<file path="config.mk">
export PLATFORM = sky130hd
export DESIGN_NAME = jk_seq_driver_flat
export DESIGN_NICKNAME = d
export VERILOG_FILES = /design/src/rtl/jk_seq_driver_pkg.sv /design/src/rtl/jk_seq_driver_if.sv /design/src/rtl/jk_seq_driver_jk_excite.sv /design/src/rtl/jk_seq_driver.sv /design/src/flat_wrapper.sv
export SDC_FILE = /design/constraint.sdc
export NUM_CORES = 1
export LEC_CHECK = 0
export ABC_AREA = 1
export BUFFER_PORTS_ARGS = -buffer_cell sky130_fd_sc_hd__buf_2
export CAP_MARGIN = 10
export CORE_MARGIN = 1.5
export CORE_UTILIZATION = 36
export DETAILED_ROUTE_END_ITERATION = 6
export PLACE_DENSITY_LB_ADDON = 0.25
export SETUP_SLACK_MARGIN = 0.3
export SYNTH_ARGS = -nofsm -noshare
export SYNTH_HDL_FRONTEND = slang
export SYNTH_SLANG_ARGS = --single-unit
export TNS_END_PERCENT = 50
</file>
<file path="constraint.sdc">
create_clock -name clock -period 4.1 [get_ports clock]
set_clock_uncertainty 0.1 [all_clocks]
set_input_delay 0.615 -clock clock [delete_from_list [all_inputs] [get_ports clock]]
set_output_delay 0.615 -clock clock [all_outputs]
set_load 0.01 [all_outputs]
</file>
<file path="src/rtl/jk_seq_driver_pkg.sv">
// Shared types for the JK sequence driver: controller state encoding and the
// J/K excitation codes presented to each external flop.
package jk_seq_driver_pkg;

    typedef enum logic [2:0] {
        ST_IDLE,
        ST_DRIVE,
        ST_CHECK,
        ST_DONE,
        ST_ERR
    } state_t;

    localparam logic [1:0] JK_HOLD = 2'b00;
    localparam logic [1:0] JK_RST  = 2'b01;
    localparam logic [1:0] JK_SET  = 2'b10;
    localparam logic [1:0] JK_TGL  = 2'b11;

    // Toggle is deliberately never produced: every transition is an explicit set or reset.
    function automatic logic [1:0] jk_code(input logic cur_bit, input logic nxt_bit);
        case ({cur_bit, nxt_bit})
            2'b01:   return JK_SET;
            2'b10:   return JK_RST;
            default: return JK_HOLD;
        endcase
    endfunction

endpackage

</file>
<file path="src/rtl/jk_seq_driver_if.sv">
// Target handshake plus JK bank drive/feedback bundle between the driver and its user.
interface jk_seq_driver_if #(
    parameter int WIDTH = 4
);
    logic             tgt_valid;
    logic             tgt_ready;
    logic [WIDTH-1:0] tgt_data;
    logic             dir;
    logic [WIDTH-1:0] q_fb;
    logic [WIDTH-1:0] j;
    logic [WIDTH-1:0] k;
    logic             busy;
    logic             done;
    logic             err;

    modport master (
        output tgt_valid, tgt_data, dir, q_fb,
        input  tgt_ready, j, k, busy, done, err
    );

    modport slave (
        input  tgt_valid, tgt_data, dir, q_fb,
        output tgt_ready, j, k, busy, done, err
    );
endinterface

</file>
<file path="src/rtl/jk_seq_driver_jk_excite.sv">
// Per-bit JK excitation: J/K values that move one flop from cur_bit to nxt_bit.
module jk_excite
    import jk_seq_driver_pkg::*;
(
    input  logic cur_bit,
    input  logic nxt_bit,
    output logic j,
    output logic k
);
    logic [1:0] code;

    assign code = jk_code(cur_bit, nxt_bit);
    assign j    = code[1];
    assign k    = code[0];
endmodule

</file>
<file path="src/rtl/jk_seq_driver.sv">
// Steps an external JK flop bank one count at a time toward a requested value,
// verifying the fed-back bank state after every step.
module jk_seq_driver
    import jk_seq_driver_pkg::*;
#(
    parameter int WIDTH = 4
) (
    input  logic            clock,
    input  logic            reset,
    jk_seq_driver_if.slave  bus
);
    state_t           state_reg, state_next;
    logic [WIDTH-1:0] cur_reg, cur_next;
    logic [WIDTH-1:0] nxt_reg, nxt_next;
    logic [WIDTH-1:0] tgt_reg, tgt_next;
    logic             dir_reg, dir_next;
    logic             err_reg, err_next;
    logic [WIDTH-1:0] j_reg, j_next;
    logic [WIDTH-1:0] k_reg, k_next;
    logic [WIDTH-1:0] exc_j, exc_k;

    function automatic logic [WIDTH-1:0] step_val(input logic [WIDTH-1:0] v, input logic d);
        return d ? v - WIDTH'(1) : v + WIDTH'(1);
    endfunction

    // Excitation is computed from the upcoming cur/nxt so j/k can be registered
    // and valid for the whole DRIVE cycle.
    generate
        for (genvar gi = 0; gi < WIDTH; gi++) begin : g_excite
            jk_excite u_excite (
                .cur_bit (cur_next[gi]),
                .nxt_bit (nxt_next[gi]),
                .j       (exc_j[gi]),
                .k       (exc_k[gi])
            );
        end
    endgenerate

    always_ff @(posedge clock or negedge reset) begin
        if (!reset) begin
            state_reg <= ST_IDLE;
            cur_reg   <= '0;
            nxt_reg   <= '0;
            tgt_reg   <= '0;
            dir_reg   <= 1'b0;
            err_reg   <= 1'b0;
            j_reg     <= '0;
            k_reg     <= '0;
        end else begin
            state_reg <= state_next;
            cur_reg   <= cur_next;
            nxt_reg   <= nxt_next;
            tgt_reg   <= tgt_next;
            dir_reg   <= dir_next;
            err_reg   <= err_next;
            j_reg     <= j_next;
            k_reg     <= k_next;
        end
    end

    always_comb begin
        state_next = state_reg;
        cur_next   = cur_reg;
        nxt_next   = nxt_reg;
        tgt_next   = tgt_reg;
        dir_next   = dir_reg;
        err_next   = err_reg;
        case (state_reg)
            ST_IDLE, ST_ERR: begin
                if (bus.tgt_valid) begin
                    tgt_next = bus.tgt_data;
                    dir_next = bus.dir;
                    cur_next = bus.q_fb;
                    err_next = 1'b0;
                    if (bus.q_fb == bus.tgt_data) begin
                        state_next = ST_DONE;
                    end else begin
                        nxt_next   = step_val(bus.q_fb, bus.dir);
                        state_next = ST_DRIVE;
                    end
                end
            end
            ST_DRIVE: state_next = ST_CHECK;
            ST_CHECK: begin
                if (bus.q_fb == nxt_reg) begin
                    cur_next = nxt_reg;
                    if (nxt_reg == tgt_reg) begin
                        state_next = ST_DONE;
                    end else begin
                        nxt_next   = step_val(nxt_reg, dir_reg);
                        state_next = ST_DRIVE;
                    end
                end else begin
                    state_next = ST_ERR;
                    err_next   = 1'b1;
                end
            end
            ST_DONE: state_next = ST_IDLE;
            default: state_next = ST_IDLE;
        endcase
        j_next = (state_next == ST_DRIVE) ? exc_j : '0;
        k_next = (state_next == ST_DRIVE) ? exc_k : '0;
    end

    assign bus.tgt_ready = (state_reg == ST_IDLE) || (state_reg == ST_ERR);
    assign bus.busy      = (state_reg == ST_DRIVE) || (state_reg == ST_CHECK);
    assign bus.done      = (state_reg == ST_DONE);
    assign bus.err       = err_reg;
    assign bus.j         = j_reg;
    assign bus.k         = k_reg;

endmodule

</file>
<file path="src/flat_wrapper.sv">
// flat-port wrapper written by rule: the top's interface ports become plain ports
module jk_seq_driver_flat import jk_seq_driver_pkg::*;
#(
    parameter int WIDTH = 4
)
  (clock, reset, bus_tgt_valid, bus_tgt_data, bus_dir, bus_q_fb, bus_tgt_ready, bus_j, bus_k, bus_busy, bus_done, bus_err);
  jk_seq_driver_if #(.WIDTH(WIDTH)) bus_i ();
  input  logic clock;
  input  logic reset;
  input wire logic [$bits(bus_i.tgt_valid)-1:0] bus_tgt_valid;
  input wire logic [$bits(bus_i.tgt_data)-1:0] bus_tgt_data;
  input wire logic [$bits(bus_i.dir)-1:0] bus_dir;
  input wire logic [$bits(bus_i.q_fb)-1:0] bus_q_fb;
  output wire logic [$bits(bus_i.tgt_ready)-1:0] bus_tgt_ready;
  output wire logic [$bits(bus_i.j)-1:0] bus_j;
  output wire logic [$bits(bus_i.k)-1:0] bus_k;
  output wire logic [$bits(bus_i.busy)-1:0] bus_busy;
  output wire logic [$bits(bus_i.done)-1:0] bus_done;
  output wire logic [$bits(bus_i.err)-1:0] bus_err;
  assign bus_i.tgt_valid = bus_tgt_valid;
  assign bus_i.tgt_data = bus_tgt_data;
  assign bus_i.dir = bus_dir;
  assign bus_i.q_fb = bus_q_fb;
  assign bus_tgt_ready = bus_i.tgt_ready;
  assign bus_j = bus_i.j;
  assign bus_k = bus_i.k;
  assign bus_busy = bus_i.busy;
  assign bus_done = bus_i.done;
  assign bus_err = bus_i.err;
  jk_seq_driver #(.WIDTH(WIDTH)) u_core (.clock(clock), .reset(reset), .bus(bus_i));
endmodule
</file>
==> reports/metrics.csv <==
stage;metric;value;unit
setup_path;arrival;1450;ps
clock_network;cts_resized;0;
synth;yosys-top-cells-area;dfrtp_1 38%, nand2_1 20%, inv_1 6.6%, nand3_1 6.1%, nand3_2 3.6%;
clock_network;numCtsBuffers;3;
power_and_ir_drop;ir_drop;266;uV
setup_path;crit_type;register to primary output;
clock_network;cts_root_buf;clkbuf_8;
synth;syn_area_per_cell;7.23;um^2
global_route;grt_pass1_vias;1363;
timing;tns;0;ps
die;ios;24;
setup_path;critPathMaxStageDelay;430;ps
drt;first_pass_iters;4;
die;die_area;4990;um^2
die;die_y;70.7;um
timing;rsz0062_at_grt;false;
placement;dp_hpwl;2850;um
clock_network;cts_tree;built;
setup_path;critPathRequiredTime;3380;ps
setup_path;critPathTopFamily;simple AND/OR/NAND/NOR gates;
setup_path;path_cells;nor3_4 > inv_2 > nand2_1 > buf_2;
drt;viasPerCell;4.70;
timing;period_needed;2170;ps
cells_and_area;layout-drive-gt1-share;0.209;
die;rows;24;
synth;syn-num-nets;246;
synth;netlist_area;1650;um^2
drt;drc;0;
timing;hold_ws;230;ps
synth;netlist.area_leader.share;0.380;
setup_path;start_kind;register;
power_and_ir_drop;p_leak;1.05;nW
placement;portBuffers;23;
synth;synth-seq-cells;25;
clock_network;hold_buffers;0;
die;die_x;70.7;um
cells_and_area;stdcell_area;1860;um^2
global_route;antenna_found_initial;0;
drt;wl_per_cell;11.8;um
setup_path;path_max_fanout;7;
die;start_util;0.376;
timing;hold_viol_final;0;
global_route;grt_max_degree;26;
clock_network;post_cts_buffers;0;
setup_path;reg2reg_slack;1970;ps
global_route;grt_use_total;0.159;
global_route;overflow;0;
drt;dr_total_vias;1432;
drt;drtIter0Drc;75;
cells_and_area;area_growth;12.9;%
cells_and_area;diodes;0;
global_route;grt_pass1_wl;6350;um
timing;fin_crit_sh;0.529;
status;status;completed;
setup_path;cp_num_buf_inv;2;
synth;ys_types;26;
synth;yosysSeqAreaShare;0.380;
clock_network;clk_latency;260;ps
timing;timing.fmax;461;MHz
timing;drv_slew;0;
timing;relSlewSlack;0.627;
clock_network;htreeDepth;1;
clock_network;clock_sinks;25;
flow_run;drv_cap;0;
drt;antenna_left;0;
clock_network;clk_path_buf_depth;2;
cells_and_area;layout.nets;272;
synth;yosysWarnings;0;
timing;worstMarginPinSlew;559;ps
drt;wl;3600;um
synth;synth.largest_area_cell;dfrtp_1;
setup_path;slowest_stage;dfrtp_1;
timing;setup-violations-final;0;
synth;synth_cells;228;
placement;placed_area;1820;um^2
die;core_area;4380;um^2
power_and_ir_drop;power_per_cell_area;682;nW/um^2
placement;gp_congestion;0.858;
hold_path;hp-class;input port to async pin;
setup_path;end_kind;primary output;
clock_network;clkTransAtPathRegs;80;ps
[metal layers]
metal  track usage  wire length [um]  vias up
met2         0.268              1720       17
li1              -                 -      756
met3        0.0299               108        4
met4        0.0314                25        0
met1         0.216              1750      655
met5             0                 0        -
[path summary, 6_finish.rpt]
kind | start | end | cells past startpoint
hold / removal | reset | u_core.bus.k[3]$_DFF_PN0_ | 1
setup / recovery | u_core.state_reg[2]$_DFF_PN0_ | bus_busy | 4
min in group clock | u_core.bus.err$_DFFE_PN0P_ | u_core.bus.err$_DFFE_PN0P_ | 2
setup reg to reg | u_core.state_reg[0]$_DFF_PN0_ | u_core.bus.k[3]$_DFF_PN0_ | 9
max in group asynchronous | reset | u_core.cur_reg[1]$_DFF_PN0_ | 1
hold reg to reg | u_core.bus.err$_DFFE_PN0P_ | u_core.bus.err$_DFFE_PN0P_ | 2
[through the flow]
step	worst slack [ps]	power, mW	util	std cells
after global placement	1890	1.13	0.414	301
after detailed placement	1840	1.13	0.414	301
after global routing	1700	1.41	0.424	305
after floorplan	2340	0.958	-	228
final	1930	1.27	0.424	305
after CTS	1910	1.28	0.424	305
[cells in the mapped netlist]
cell type / n
o21ai_0: 6
nand3_4: 1
buf_2: 1
o31ai_1: 1
nand3b_1: 1
inv_2: 8
ha_1: 4
nor3_4: 1
inv_1: 29
o211ai_1: 2
nand4_1: 1
xnor2_1: 3
nand3_1: 20
dfrtp_1: 25
nand3_2: 6
fa_1: 2
xor2_1: 1
nor2_4: 4
nor2_2: 1
buf_4: 1
nor3_1: 1
a31oi_1: 1
a21oi_1: 2
nor2_1: 13
nand2_1: 87
nand2_2: 6
[where the power goes]
part	internal [mW]	total, mW	switching, mW
Sequential	0.348	0.442	0.0940
Clock	0.0694	0.143	0.0733
Combinational	0.247	0.684	0.437
[cell usage in the layout (no fill, tap or decap)]
cell type,instances
nand2_1,87
inv_1,29
dfrtp_1,25
buf_2,23
nand3_1,20
nor2_1,13
inv_2,8
nand2_2,6
nand3_2,6
o21ai_0,6
nor2_4,4
ha_1,4
xnor2_1,3
clkbuf_8,3
a21oi_1,2
o211ai_1,2
fa_1,2
nor3_4,1
nand3_4,1
nor2_2,1
nand3b_1,1
nand4_1,1
xor2_1,1
o31ai_1,1
a31oi_1,1
nor3_1,1
clkbuf_1,1
[area by class of cell]
cell class                 instances  area (um^2)
clock buffer                       4         45.0
fill                             468         2520
inverter                          37          139
multi-input combinational        164          871
sequential                        25          626
tap                               52         65.1
timing repair buffer              23          115
[cell families (layout without fill, tap and decap cells)]
family | after synthesis | in the layout | synth area share
simple gates | 142 | 142 | 0.411
buf+inv | 39 | 64 | 0.0919
fa+ha+maj | 6 | 6 | 0.0547
xor+xnor | 4 | 4 | 0.0213
compound gates | 12 | 12 | 0.0418
flops | 25 | 25 | 0.380
No activity file was read; power rests on OpenSTA's default activity.
